### src/rtl/mem_arb_pkg.sv
// Shared types for the IF/LS memory arbiter: FSM state encoding, access-size codes
// and the starvation-counter width helper.
package mem_arb_pkg;

  localparam int ARB_STATE_WIDTH = 2;

  typedef enum logic [ARB_STATE_WIDTH-1:0] {
    ARB_IDLE    = 2'd0,
    ARB_IF_BUSY = 2'd1,
    ARB_LS_BUSY = 2'd2
  } arb_state_e;

  localparam int CPU_WIDTH_DEF  = 32;
  localparam int SIZE_WIDTH_DEF = 2;

  localparam logic [1:0] SIZE_BYTE = 2'b00;
  localparam logic [1:0] SIZE_HALF = 2'b01;
  localparam logic [1:0] SIZE_WORD = 2'b10;

  function automatic int cnt_width(input int max_val);
    return (max_val < 1) ? 1 : $clog2(max_val + 1);
  endfunction

endpackage

### src/rtl/mem_arb_if.sv
// Bundle of requester (IF, LS) and single-port memory signals around mem_arb.
// slave = the arbiter's view; master = the core/memory side that drives it.
interface mem_arb_if #(
  parameter int CPU_WIDTH  = 32,
  parameter int SIZE_WIDTH = 2
);
  logic                  if_req;
  logic [CPU_WIDTH-1:0]  if_addr;
  logic                  if_gnt;
  logic                  if_rvalid;
  logic [CPU_WIDTH-1:0]  if_rdata;

  logic                  ls_req;
  logic                  ls_we;
  logic [SIZE_WIDTH-1:0] ls_size;
  logic [CPU_WIDTH-1:0]  ls_addr;
  logic [CPU_WIDTH-1:0]  ls_wdata;
  logic                  ls_gnt;
  logic                  ls_rvalid;
  logic [CPU_WIDTH-1:0]  ls_rdata;

  logic                  mem_en;
  logic                  mem_we;
  logic [SIZE_WIDTH-1:0] mem_size;
  logic [CPU_WIDTH-1:0]  mem_addr;
  logic [CPU_WIDTH-1:0]  mem_wdata;
  logic [CPU_WIDTH-1:0]  mem_rdata;
  logic                  mem_ready;

  modport slave (
    input  if_req, if_addr,
    input  ls_req, ls_we, ls_size, ls_addr, ls_wdata,
    input  mem_rdata, mem_ready,
    output if_gnt, if_rvalid, if_rdata,
    output ls_gnt, ls_rvalid, ls_rdata,
    output mem_en, mem_we, mem_size, mem_addr, mem_wdata
  );

  modport master (
    output if_req, if_addr,
    output ls_req, ls_we, ls_size, ls_addr, ls_wdata,
    output mem_rdata, mem_ready,
    input  if_gnt, if_rvalid, if_rdata,
    input  ls_gnt, ls_rvalid, ls_rdata,
    input  mem_en, mem_we, mem_size, mem_addr, mem_wdata
  );

endinterface

### src/rtl/mem_arb_starve_cnt.sv
// Saturating count of LS grants won while IF was waiting; force_if_o asks the
// arbiter to let IF win once the count reaches STARVE_MAX. Cleared by any IF grant.
module mem_arb_starve_cnt
  import mem_arb_pkg::*;
#(
  parameter int STARVE_MAX = 4
) (
  input  logic clk,
  input  logic rst,
  input  logic if_req_i,
  input  logic if_gnt_i,
  input  logic ls_gnt_i,
  output logic force_if_o
);

  localparam int CW = cnt_width(STARVE_MAX);
  localparam logic [CW-1:0] CNT_MAX = CW'(STARVE_MAX);

  logic [CW-1:0] cnt_q, cnt_d;

  always_comb begin
    cnt_d = cnt_q;
    if (if_gnt_i) begin
      cnt_d = '0;
    end else if (ls_gnt_i && if_req_i && (cnt_q != CNT_MAX)) begin
      cnt_d = cnt_q + CW'(1);
    end
  end

  always_ff @(posedge clk) begin
    if (rst) begin
      cnt_q <= '0;
    end else begin
      cnt_q <= cnt_d;
    end
  end

  assign force_if_o = (cnt_q == CNT_MAX);

endmodule

### src/rtl/mem_arb.sv
// Shares one single-port memory between instruction fetch and load/store; LS has
// priority unless MEM_ARB_STARVE_EN is defined, which bounds IF starvation.
module mem_arb
  import mem_arb_pkg::*;
#(
  parameter int CPU_WIDTH  = CPU_WIDTH_DEF,
  parameter int SIZE_WIDTH = SIZE_WIDTH_DEF,
  parameter int STARVE_MAX = 4
) (
  input  logic     clk,
  input  logic     rst,
  mem_arb_if.slave arb_if
);

  arb_state_e state_q, state_d;

  logic                  mem_en_q,    mem_en_d;
  logic                  mem_we_q,    mem_we_d;
  logic [SIZE_WIDTH-1:0] mem_size_q,  mem_size_d;
  logic [CPU_WIDTH-1:0]  mem_addr_q,  mem_addr_d;
  logic [CPU_WIDTH-1:0]  mem_wdata_q, mem_wdata_d;
  logic                  if_rvalid_q, if_rvalid_d;
  logic                  ls_rvalid_q, ls_rvalid_d;
  logic [CPU_WIDTH-1:0]  if_rdata_q,  if_rdata_d;
  logic [CPU_WIDTH-1:0]  ls_rdata_q,  ls_rdata_d;

  logic if_gnt, ls_gnt, force_if;

`ifdef MEM_ARB_STARVE_EN
  mem_arb_starve_cnt #(
    .STARVE_MAX (STARVE_MAX)
  ) u_starve_cnt (
    .clk        (clk),
    .rst        (rst),
    .if_req_i   (arb_if.if_req),
    .if_gnt_i   (if_gnt),
    .ls_gnt_i   (ls_gnt),
    .force_if_o (force_if)
  );
`else
  assign force_if = 1'b0;
`endif

  always_comb begin
    state_d     = state_q;
    mem_en_d    = mem_en_q;
    mem_we_d    = mem_we_q;
    mem_size_d  = mem_size_q;
    mem_addr_d  = mem_addr_q;
    mem_wdata_d = mem_wdata_q;
    if_rvalid_d = 1'b0;
    ls_rvalid_d = 1'b0;
    if_rdata_d  = if_rdata_q;
    ls_rdata_d  = ls_rdata_q;
    if_gnt      = 1'b0;
    ls_gnt      = 1'b0;

    case (state_q)
      ARB_IDLE: begin
        mem_en_d = 1'b0;
        // Grants are masked during reset so no requester believes it was served.
        if (!rst) begin
          if (arb_if.ls_req && !(force_if && arb_if.if_req)) begin
            ls_gnt = 1'b1;
          end else if (arb_if.if_req) begin
            if_gnt = 1'b1;
          end
        end
        if (ls_gnt) begin
          state_d     = ARB_LS_BUSY;
          mem_en_d    = 1'b1;
          mem_we_d    = arb_if.ls_we;
          mem_size_d  = arb_if.ls_size;
          mem_addr_d  = arb_if.ls_addr;
          mem_wdata_d = arb_if.ls_wdata;
        end else if (if_gnt) begin
          state_d     = ARB_IF_BUSY;
          mem_en_d    = 1'b1;
          mem_we_d    = 1'b0;
          mem_size_d  = SIZE_WIDTH'(SIZE_WORD);
          mem_addr_d  = arb_if.if_addr;
        end
      end
      ARB_IF_BUSY: begin
        if (arb_if.mem_ready) begin
          state_d     = ARB_IDLE;
          mem_en_d    = 1'b0;
          if_rdata_d  = arb_if.mem_rdata;
          if_rvalid_d = 1'b1;
        end
      end
      ARB_LS_BUSY: begin
        if (arb_if.mem_ready) begin
          state_d     = ARB_IDLE;
          mem_en_d    = 1'b0;
          ls_rdata_d  = arb_if.mem_rdata;
          ls_rvalid_d = 1'b1;
        end
      end
      default: begin
        state_d  = ARB_IDLE;
        mem_en_d = 1'b0;
      end
    endcase
  end

  always_ff @(posedge clk) begin
    if (rst) begin
      state_q     <= ARB_IDLE;
      mem_en_q    <= 1'b0;
      mem_we_q    <= 1'b0;
      mem_size_q  <= '0;
      mem_addr_q  <= '0;
      mem_wdata_q <= '0;
      if_rvalid_q <= 1'b0;
      ls_rvalid_q <= 1'b0;
      if_rdata_q  <= '0;
      ls_rdata_q  <= '0;
    end else begin
      state_q     <= state_d;
      mem_en_q    <= mem_en_d;
      mem_we_q    <= mem_we_d;
      mem_size_q  <= mem_size_d;
      mem_addr_q  <= mem_addr_d;
      mem_wdata_q <= mem_wdata_d;
      if_rvalid_q <= if_rvalid_d;
      ls_rvalid_q <= ls_rvalid_d;
      if_rdata_q  <= if_rdata_d;
      ls_rdata_q  <= ls_rdata_d;
    end
  end

  assign arb_if.if_gnt    = if_gnt;
  assign arb_if.ls_gnt    = ls_gnt;
  assign arb_if.if_rvalid = if_rvalid_q;
  assign arb_if.ls_rvalid = ls_rvalid_q;
  assign arb_if.if_rdata  = if_rdata_q;
  assign arb_if.ls_rdata  = ls_rdata_q;
  assign arb_if.mem_en    = mem_en_q;
  assign arb_if.mem_we    = mem_we_q;
  assign arb_if.mem_size  = mem_size_q;
  assign arb_if.mem_addr  = mem_addr_q;
  assign arb_if.mem_wdata = mem_wdata_q;

endmodule

### src/flat_wrapper.sv
// flat-port wrapper written by rule: the top's interface ports become plain ports
module mem_arb_flat import mem_arb_pkg::*;
#(
  parameter int CPU_WIDTH  = CPU_WIDTH_DEF,
  parameter int SIZE_WIDTH = SIZE_WIDTH_DEF,
  parameter int STARVE_MAX = 4
)
  (clk, rst, arb_if_if_req, arb_if_if_addr, arb_if_ls_req, arb_if_ls_we, arb_if_ls_size, arb_if_ls_addr, arb_if_ls_wdata, arb_if_mem_rdata, arb_if_mem_ready, arb_if_if_gnt, arb_if_if_rvalid, arb_if_if_rdata, arb_if_ls_gnt, arb_if_ls_rvalid, arb_if_ls_rdata, arb_if_mem_en, arb_if_mem_we, arb_if_mem_size, arb_if_mem_addr, arb_if_mem_wdata);
  mem_arb_if #(.CPU_WIDTH(CPU_WIDTH), .SIZE_WIDTH(SIZE_WIDTH)) arb_if_i ();
  input  logic clk;
  input  logic rst;
  input wire logic [$bits(arb_if_i.if_req)-1:0] arb_if_if_req;
  input wire logic [$bits(arb_if_i.if_addr)-1:0] arb_if_if_addr;
  input wire logic [$bits(arb_if_i.ls_req)-1:0] arb_if_ls_req;
  input wire logic [$bits(arb_if_i.ls_we)-1:0] arb_if_ls_we;
  input wire logic [$bits(arb_if_i.ls_size)-1:0] arb_if_ls_size;
  input wire logic [$bits(arb_if_i.ls_addr)-1:0] arb_if_ls_addr;
  input wire logic [$bits(arb_if_i.ls_wdata)-1:0] arb_if_ls_wdata;
  input wire logic [$bits(arb_if_i.mem_rdata)-1:0] arb_if_mem_rdata;
  input wire logic [$bits(arb_if_i.mem_ready)-1:0] arb_if_mem_ready;
  output wire logic [$bits(arb_if_i.if_gnt)-1:0] arb_if_if_gnt;
  output wire logic [$bits(arb_if_i.if_rvalid)-1:0] arb_if_if_rvalid;
  output wire logic [$bits(arb_if_i.if_rdata)-1:0] arb_if_if_rdata;
  output wire logic [$bits(arb_if_i.ls_gnt)-1:0] arb_if_ls_gnt;
  output wire logic [$bits(arb_if_i.ls_rvalid)-1:0] arb_if_ls_rvalid;
  output wire logic [$bits(arb_if_i.ls_rdata)-1:0] arb_if_ls_rdata;
  output wire logic [$bits(arb_if_i.mem_en)-1:0] arb_if_mem_en;
  output wire logic [$bits(arb_if_i.mem_we)-1:0] arb_if_mem_we;
  output wire logic [$bits(arb_if_i.mem_size)-1:0] arb_if_mem_size;
  output wire logic [$bits(arb_if_i.mem_addr)-1:0] arb_if_mem_addr;
  output wire logic [$bits(arb_if_i.mem_wdata)-1:0] arb_if_mem_wdata;
  assign arb_if_i.if_req = arb_if_if_req;
  assign arb_if_i.if_addr = arb_if_if_addr;
  assign arb_if_i.ls_req = arb_if_ls_req;
  assign arb_if_i.ls_we = arb_if_ls_we;
  assign arb_if_i.ls_size = arb_if_ls_size;
  assign arb_if_i.ls_addr = arb_if_ls_addr;
  assign arb_if_i.ls_wdata = arb_if_ls_wdata;
  assign arb_if_i.mem_rdata = arb_if_mem_rdata;
  assign arb_if_i.mem_ready = arb_if_mem_ready;
  assign arb_if_if_gnt = arb_if_i.if_gnt;
  assign arb_if_if_rvalid = arb_if_i.if_rvalid;
  assign arb_if_if_rdata = arb_if_i.if_rdata;
  assign arb_if_ls_gnt = arb_if_i.ls_gnt;
  assign arb_if_ls_rvalid = arb_if_i.ls_rvalid;
  assign arb_if_ls_rdata = arb_if_i.ls_rdata;
  assign arb_if_mem_en = arb_if_i.mem_en;
  assign arb_if_mem_we = arb_if_i.mem_we;
  assign arb_if_mem_size = arb_if_i.mem_size;
  assign arb_if_mem_addr = arb_if_i.mem_addr;
  assign arb_if_mem_wdata = arb_if_i.mem_wdata;
  mem_arb #(.CPU_WIDTH(CPU_WIDTH), .SIZE_WIDTH(SIZE_WIDTH), .STARVE_MAX(STARVE_MAX)) u_core (.clk(clk), .rst(rst), .arb_if(arb_if_i));
endmodule
### config.mk
export PLATFORM = sky130hd
export DESIGN_NAME = mem_arb_flat
export DESIGN_NICKNAME = d
export VERILOG_FILES = /design/src/rtl/mem_arb_pkg.sv /design/src/rtl/mem_arb_if.sv /design/src/rtl/mem_arb_starve_cnt.sv /design/src/rtl/mem_arb.sv /design/src/flat_wrapper.sv
export SDC_FILE = /design/constraint.sdc
export NUM_CORES = 1
export LEC_CHECK = 0
export ABC_AREA = 1
export CORE_ASPECT_RATIO = 0.9
export CORE_MARGIN = 10
export CORE_UTILIZATION = 36
export CTS_CLUSTER_DIAMETER = 150
export CTS_CLUSTER_SIZE = 12
export DETAILED_ROUTE_END_ITERATION = 6
export PLACE_DENSITY = 0.77
export SYNTH_ARGS = -nofsm -noshare
export SYNTH_HDL_FRONTEND = slang
export SYNTH_SLANG_ARGS = --single-unit
### constraint.sdc
create_clock -name clk -period 1.3 [get_ports clk]
set_clock_uncertainty 0.05 [all_clocks]
set_input_delay 0.195 -clock clk [delete_from_list [all_inputs] [get_ports clk]]
set_output_delay 0.195 -clock clk [all_outputs]
set_load 0.01 [all_outputs]
== Word level (Yosys, flattened, before mapping) ==
Index checks and enable logic that the tools add are counted.
W data, S select, Z words.

* Add/sub/neg operators: 0
* Multiply operators: 0
* Divide/modulo/power cells: 0
* $lt $le $gt $ge: 0
* Eq/ne operators: 4
* Shift-type cells: 0
* Multiplexer cells: 24
* Bitwise gates (word level): 2
* Reduce and logical (&&, ||, !) cells: 10

{| class="wikitable"
|+ Operators with widths
! cell !! number
|-
| $mux W32 || 2
|-
| $mux W1 || 15
|-
| $mux W2 || 5
|-
| $reduce_and A2 Y1 || 5
|-
| $reduce_or A2 Y1 || 3
|-
| $pmux W2 S2 || 1
|-
| $ne A3 B1 Y1 const B || 1
|-
| $eq A2 B1 Y1 const B || 1
|-
| $eq A2 B2 Y1 const B || 1
|-
| $logic_not A2 Y1 || 1
|-
| $ne A2 B1 Y1 const B || 1
|-
| $not A1 Y1 || 2
|-
| $pmux W1 S2 || 1
|-
| $reduce_bool A2 Y1 || 1
|}

* Flip-flop bits (word level): 136
* Latch bits: 0
* Memory bits (writable): 0
* ROM bits: 0
* Bits of input ports: 136
* Output and inout bits: 136
* Logic and storage cells: 50
* Memories: 0

== Longest topological paths before layout ==
Gate-level depths: netlist of the first run.

* Depth in word-level cells: 7
* Gate-level depth with buffers: 9

== Worst setup path before layout of the first run ==
Ideal clock, no wire load.

* Kind: register to output
* From: register u_core.state_q[0]
* To: output port arb_if_ls_gnt
* Arrival: 1.149 ns
* Setup slack: -0.094 ns
* Stages on the path, launching flop included: 7
* Cell sequence: dfxtp_1 inv_1 ha_1 inv_1 nor2_4 buf_4 buf_4

* Cells in the longest elaborated chain, start to end: 2

{| class="wikitable"
|+ RTL lines
! what !! line !! text
|-
| from (decl) || mem_arb.sv:15 || <nowiki>arb_state_e state_q, state_d;</nowiki>
|-
| from (signal assigned) || mem_arb.sv:120 || <nowiki>state_q <= state_d;</nowiki>
|-
| $logic_not A2 Y1 || mem_arb.sv:58 || <nowiki>case (state_q)</nowiki>
|-
| $mux W1 || mem_arb.sv:58 ||
|-
| to (decl) || flat_wrapper.sv:24 || <nowiki>output wire logic [$bits(arb_if_i.ls_gnt)-1:0] arb_if_ls_gnt;</nowiki>
|}

Every way passes these cells.

== Worst setup path in the final report of the first run ==
* From: register u_core.state_q[0]
* To: register u_core.mem_addr_q[4], in the netlist u_core.arb_if.mem_addr[4]

* Cells in the longest elaborated chain, start to end: 2

{| class="wikitable"
|+ RTL lines
! what !! line !! text
|-
| $logic_not A2 Y1 || mem_arb.sv:58 ||
|-
| $reduce_and A2 Y1 (no line) || n/a ||
|-
| to (signal assigned) || mem_arb.sv:124 || <nowiki>mem_addr_q <= mem_addr_d;</nowiki>
|-
| to (decl) || mem_arb.sv:20 || <nowiki>logic [CPU_WIDTH-1:0] mem_addr_q, mem_addr_d;</nowiki>
|}

Every way passes these cells.
A chain may end at the register's enable or synchronous reset.

==> metrics.md, run 1 <==
| Metric | Value |
|---|---|
| Via density | `4.888` |
| Final Hold Fails | `0` |
| CP Max Fanout | `6` |
| DIE AREA | `19610 µm²` |
| Die W | `146.5 µm` |
| 1st-pass router iterations | `5` |
| Initial core utilization | `36.89%` |
| Yosys cell types | `20` |
| Max Used Layer | `met4` |
| Sequential element share of the synthesized area | `52.51%` |
| ANT nets after route | `0` |
| Cell Area, Synth | `5185 µm²` |
| Worst-Skew Late Latency | `0.41 ns` |
| Hold Buf Count CTS | `0` |
| WP data required | `1.56 ns` |
| FMAX | `625.7 MHz` |
| Number of global-route vias before repair | `6076` |
| Lkg Pwr | `0.004577 µW` |
| R2R depth | `10` |
| # DRC | `0` |
| Post-Synth Adder-Cell Area | `0.7239%` |
| Routed met2 length | `11890 µm` |
| Mapped Avg Cell Area | `7.344 µm²` |
| Htree depth | `4` |
| Top cell type's share of synthesized area | `52.51%` |
| Critical path endpoint category | `flop` |
| Critical R2R Capture | `u_core.arb_if.mem_addr[4]` |
| Finished layout cell area | `10520 µm²` |
| Reg2reg start | `u_core.state_q[0]` |
| Largest net degree at the start of global routing | `42` |
| Synth Area in XOR/XNOR | `0%` |
| Num CTS Buffers | `17` |
| Routability Congestion | `0.8163` |
| Placed inst area | `8270 µm²` |
| Finished Layout Cells | `1238` |
| Die height | `133.9 µm` |
| Final setup margin | `-0.2983 ns` |
| Setup crit start kind | `flop` |
| Layout Nets | `1170` |
| Syn Inst Count | `706` |
| Simple-gate area share of the yosys netlist | `27.51%` |
| Hold Startpoint | `arb_if_ls_wdata[31]` |
| Min Tclk post-route | `1.598 ns` |
| Worst Hold Slack | `0.2896 ns` |
| Commonest non-fill, non-tap cell in the layout | `clkdlybuf4s50_1` |
| Main combinational cell family by area after synthesis | `simple AND/OR/NAND/NOR gates` |
| Power per cell area | `1196 nW/µm²` |
| Cell taking the most area after synthesis | `dfxtp_1` |
| Hold endpoint | `u_core.arb_if.mem_wdata[31]` |
| Mux contribution to synthesized area | `0%` |
| Max IR drop VDD | `912.2 µV` |
| Max Slew Vio Count | `0` |
| Total routed wirelength | `23850 µm` |
| Total gr overflow | `0` |
| WL/cell | `19.26 µm` |
| Wire length on met3 | `2160 µm` |
| Synth warn | `0` |
| Tcrit/Tclk final | `122.9%` |
| Hold crit path type | `primary input to flop` |
| Worst-margin pin slew | `0.3648 ns` |
| Hold Path Stages | `3` |
| Via count | `6051` |
| Synth Net Count | `845` |
| M1 wire length | `9055 µm` |
| # clock sinks | `136` |
| Maximum root-to-sink buffer count | `2` |
| First-pass GRT wire length | `33470 µm` |
| Status | `finished with violations` |
| HPWL after DPL | `13570 µm` |
| Port Buf Inserts | `271` |
| Clock Tree Root | `clkbuf_16` |
| DRT iter0 DRCs | `286` |
| Synth area leaders | `dfxtp_1 (53%), nor2_1 (14%), nand2_1 (12%), o21ai_0 (8.7%), o21ai_1 (4.1%)` |
| Worst rel slew slack | `75.68%` |
| Commonest cells after routing, fill and taps aside | `clkdlybuf4s50_1 (135), nand2_1 (133), dfxtp_1 (126)` |
| Ports | `272` |
| Layout area overhead | `102.9%` |
| Post-Route Setup TNS | `-15.64 ns` |
| Flops & latches, synth | `136` |
| DP Cell Count | `1162` |
| RSZ-0062 raised after global routing | `yes` |
| Post-synthesis compound-gate area fraction | `13.47%` |
| Final setup vio count | `134` |
| Initial antenna violation count | `1` |
| Site Rows | `41` |
| Internal reg-to-reg setup slack | `-0.30 ns` |
| CTS tree | `built` |
| CP startpoint | `u_core.state_q[0]` |
| Core Region | `14060 µm²` |
| Critical path class | `flop to flop` |
| Failing checks | `negative setup slack` |
| GRT Total Usage | `21.68%` |
| Fraction of layout cells with a size suffix above 1 | `41.48%` |
| Clock-pin slew on the worst setup and hold paths | `0.06 ns` |
| Max-cap viol count | `0` |
| Critical path arrival | `1.86 ns` |
-- sequential cells by signal, indices dropped and copies added (netlist names) --
register and cells:
u_core.arb_if.mem_wdata 32, u_core.arb_if.mem_size 2, u_core.arb_if.ls_rdata 32, u_core.arb_if.mem_we 1
u_core.arb_if.if_rdata 32, u_core.arb_if.ls_rvalid 1, u_core.arb_if.if_rvalid 1, u_core.state_q 2
u_core.arb_if.mem_addr 32, u_core.arb_if.mem_en 1
-- worst max-delay path, cell delays in order, from the launching register on --
cell	delay, ns
dfxtp_2	0.32
inv_2	0.07
ha_4	0.17
inv_6	0.05
buf_6	0.11
nor2_4	0.16
clkinv_4	0.12
buf_4	0.16
buf_12	0.13
nor2_1	0.10
nor2_1	0.05
-- power breakdown --
part / internal [µW] / leakage, µW / switching (µW)
Clock: 3280 / 0.000303 / 1970
Combinational: 1430 / 0.00316 / 1280
Sequential: 4440 / 0.00112 / 178
Total: 9150 / 0.00458 / 3440
-- synth_stat cells --
master	instances
o21ai_0	90
inv_2	2
a21oi_2	1
buf_2	10
nand2_4	1
inv_1	8
nand2_1	169
inv_4	1
clkbuf_1	22
nor4_1	2
nand3_1	2
nor2_1	196
dfxtp_1	136
buf_4	9
o21ai_2	1
ha_1	3
nor2_4	2
a21oi_1	4
buf_6	5
o21ai_1	42
-- metal layers --
metal  GRT usage (%)  vias up
met4           8.500        0
met1           23.29     2821
met5               0        -
li1                -     2914
met2           36.77      271
met3           9.684       45
-- what timing repair did --
action,in CTS,in global routing
setup endpoints to repair,268,251
gates resized for setup,426,394
pin swaps,14,29
gates cloned,20,4
buffers inserted,19,8
-- layout make-up --
| type | count | area (µm²) |
|---|---|---|
| Clock inverter | 14 | 196.4 |
| Multi-Input combinational cell | 513 | 3208 |
| Tap cell | 193 | 241.5 |
| Clock buffer | 18 | 439.2 |
| Sequential cell | 136 | 2738 |
| Timing Repair Buffer | 352 | 3621 |
| Antenna cell | 1 | 2.502 |
| Inverter | 11 | 73.82 |
| Fill cell | 986 | 3536 |
-- worst max path at each step --
stage	slack, ns	cells past startpoint	end
3_5_place_dp	-0.52	6	u_core.arb_if.ls_rdata[25]
4_1_cts	-0.27	5	arb_if_if_gnt
5_1_grt	-0.36	10	u_core.arb_if.mem_addr[4]
6_report	-0.30	10	u_core.arb_if.mem_addr[4]
3_3_place_gp	-0.50	3	arb_if_if_gnt
2_1_floorplan	0.009	6	arb_if_ls_gnt
-- stage by stage --
step / power, µW / worst slack (ns) / utilization (%)
final: 12580 / -0.2983 / 74.84
after global routing: 13040 / -0.3557 / 74.84
after CTS: 12280 / -0.2743 / 70.94
after detailed placement: 6649 / -0.5177 / 58.84
after global placement: 6627 / -0.5019 / 58.84
after floorplan: 5427 / 0.009105 / -
-- kinds of logic after synthesis --
family                     count (synthesis)
and+or+nand+nor                          372
AOI/OAI and AO/OA                        138
DFF                                      136
buffers and inverters                     57
adders and majority gates                  3
Power figures use the tool's default switching activity.
==> run 2, diff against run 1 <==
ABC_CLOCK_PERIOD_IN_PS = 1300   (was default)
CORE_UTILIZATION = 33   (was 36)
PLACE_DENSITY = 0.72   (was 0.77)
==> run 2 against run 1 <==
The run still ends with negative setup slack left. Global-route usage decreased by 2.6 points. Via count fell by 2.3%. Routed wire length shrank 7.1%. Maximum frequency increased by 0.18%. Worst setup slack improved by 0.0029 ns. Combinational power fell by 10%. Die area rose by 7.8%. Sequential power hardly changed. Cell count grew 0.32%. Non-clock buffer count shrank 4. Highest routed layer unchanged.
==> metrics.md, run 2 (synthesis results as in run 1) <==
| Metric | Value |
|---|---|
| Failing checks | `negative setup slack (unchanged)` |
| Routability Congestion | `0.7693 (was 0.8163)` |
| Max IR drop VDD | `1111 µV (was 912.2 µV)` |
| Layout Nets | `1166 (was 1170)` |
| Fraction of layout cells with a size suffix above 1 | `31.54% (was 41.48%)` |
| Worst-Skew Late Latency | `0.41 ns (about the same)` |
| HPWL after DPL | `14040 µm (was 13570 µm)` |
| Final setup margin | `-0.2954 ns (was -0.2983 ns)` |
| Finished layout cell area | `10100 µm² (was 10520 µm²)` |
| Sequence of cells on the critical path | `inv_2, ha_4, inv_2, buf_6, buf_4, nor2_4, buf_6, buf_4, buf_8, o21ai_1, nor2_1 (was inv_2, ha_4, inv_6, buf_6, nor2_4, clkinv_4, buf_4, buf_12, nor2_1, nor2_1)` |
| Site Rows | `43 (was 41)` |
| ANT cells | `0 (was 1)` |
| Worst Hold Slack | `0.2793 ns (was 0.2896 ns)` |
| CTS tree | `built (unchanged)` |
| Final Hold Fails | `0 (unchanged)` |
| Critical-path top delay cell | `dfxtp_2 (unchanged)` |
| Via count | `5910 (was 6051)` |
| Die height | `138.9 µm (was 133.9 µm)` |
| Ports | `272 (unchanged)` |
| Worst-margin pin slew | `0.4932 ns (was 0.3648 ns)` |
| Finished Layout Cells | `1242 (was 1238)` |
| WP data required | `1.56 ns (about the same)` |
| FMAX | `626.8 MHz (was 625.7 MHz)` |
| Core Region | `15390 µm² (was 14060 µm²)` |
| Setup WS pre-CTS | `-0.6143 ns (was -0.5177 ns)` |
| Reg area | `2731 µm² (was 2738 µm²)` |
| CP Max Fanout | `6 (unchanged)` |
| Commonest non-fill, non-tap cell in the layout | `nor2_1 (was clkdlybuf4s50_1)` |
| Max-cap viol count | `0 (unchanged)` |
| Total routed wirelength | `22160 µm (was 23850 µm)` |
| Total Power | `12080 µW (was 12580 µW)` |
| Htree depth | `4 (unchanged)` |
| DIE AREA | `21130 µm² (was 19610 µm²)` |
| Min Tclk post-route | `1.595 ns (was 1.598 ns)` |
| DP Cell Count | `1171 (was 1162)` |
| Initial core utilization | `33.70% (was 36.89%)` |
| Layout area overhead | `94.88% (was 102.9%)` |
| WL/cell | `17.84 µm (was 19.26 µm)` |
| Clock-pin slew on the worst setup and hold paths | `0.06 ns (about the same)` |
| RSZ-0062 raised after global routing | `yes (unchanged)` |
| Clock Tree Root | `clkbuf_16 (unchanged)` |
| Worst rel slew slack | `67.12% (was 75.68%)` |
| Worst path max stage delay | `0.33 ns (was 0.32 ns)` |
| # DRC | `0 (unchanged)` |
| Power per cell area | `1195 nW/µm² (was 1196 nW/µm²)` |
| Tcrit/Tclk final | `122.7% (was 122.9%)` |
| Crit path buffers/inverters | `7 (was 6)` |
| Setup crit start kind | `flop (unchanged)` |
| FILL cells | `1299 (was 986)` |
| Area of the multi-input gates | `2773 µm² (was 3208 µm²)` |
| Critical path class | `flop to flop (unchanged)` |
| GRT Total Usage | `19.04% (was 21.68%)` |
| Final setup vio count | `130 (was 134)` |
| Number of global-route vias before repair | `5765 (was 6076)` |
| Commonest cells after routing, fill and taps aside | `nor2_1 (171), nand2_1 (139), clkdlybuf4s50_1 (135) (was clkdlybuf4s50_1 (135), nand2_1 (133), dfxtp_1 (126))` |
| 1st-pass router iterations | `5 (unchanged)` |
| Max Slew Vio Count | `0 (unchanged)` |
| ANT nets after route | `0 (unchanged)` |
| Critical path's top delay family | `buffers and inverters (unchanged)` |
| Total gr overflow | `0 (unchanged)` |
| Largest net degree at the start of global routing | `71 (was 42)` |
| Lkg Pwr | `0.004359 µW (was 0.004577 µW)` |
| Maximum root-to-sink buffer count | `2 (unchanged)` |
| Port Buf Inserts | `271 (unchanged)` |
| Initial antenna violation count | `0 (was 1)` |
| Hold crit path type | `primary input to flop (unchanged)` |
| First-pass GRT wire length | `32310 µm (was 33470 µm)` |
| Status | `finished with violations (unchanged)` |
| Critical path arrival | `1.85 ns (was 1.86 ns)` |
| Placed inst area | `8332 µm² (was 8270 µm²)` |
| Num CTS Buffers | `17 (unchanged)` |
| Die W | `152.1 µm (was 146.5 µm)` |
| # clock sinks | `136 (unchanged)` |
| Via density | `4.758 (was 4.888)` |
| DRT iter0 DRCs | `233 (was 286)` |
| Critical path endpoint category | `flop (unchanged)` |
-- run 2: power breakdown --
part           switching [µW]  internal [µW]  leakage [µW]
Clock                    1870           3180      0.000289
Combinational            1140           1300       0.00295
Sequential                152           4440       0.00112
Total                    3160           8920       0.00436
-- run 2: stage by stage --
stage	TNS (ns)	utilization (%)
6_report	-20.64	65.67
2_1_floorplan	0	-
5_1_grt	-30.16	65.67
3_5_place_dp	-52.16	54.15
3_3_place_gp	-48.85	54.15
4_1_cts	-15.43	62.42
-- run 2: worst paths after layout --
| kind | start | endpoint | slack (ns) | cells past startpoint |
|---|---|---|---|---|
| worst max-delay path | u_core.state_q[1] | u_core.arb_if.mem_addr[3] | -0.30 | 11 |
| worst min register to register | u_core.arb_if.mem_wdata[24] | u_core.arb_if.mem_wdata[24] | 0.42 | 2 |
| worst min-delay path | arb_if_ls_wdata[25] | u_core.arb_if.mem_wdata[25] | 0.28 | 3 |
| worst max register to register | u_core.state_q[1] | u_core.arb_if.mem_addr[3] | -0.30 | 11 |
-- run 2: area by class of cell --
type                            count  area share [%]
Clock inverter                     10           1.412
Sequential cell                   136           27.03
Timing Repair Buffer              348           36.37
Tap cell                          202           2.501
Multi-Input combinational cell    513           27.44
Clock buffer                       22           4.693
Inverter                           11          0.5572
-- run 2: worst min-delay path: cells and delay by family --
| family | cells | cell delay [ns] |
|---|---|---|
| buffers and inverters | 1 | 0.39 |
| and+or+nand+nor | 1 | 0.06 |
| AOI/OAI and AO/OA | 1 | 0.05 |
-- run 2: repair_timing --
| action | 4_1_cts | 5_1_grt |
|---|---|---|
| pin swaps | 8 | 13 |
| resized for setup | 370 | 274 |
| setup buffers | 10 | 13 |
| setup endpoints to repair | 269 | 247 |
| hold buffers | 0 | 0 |
| cloned | 13 | 5 |
-- run 2: routing by layer --
layer / global-route usage (%) / share of wire [%] / vias up
met5: 0 / 0 / -
met3: 9.364 / 8.5 / 34
met4: 5.772 / 2.0 / 0
li1: - / - / 2903
met1: 20.50 / 39 / 2759
met2: 32.19 / 50 / 214
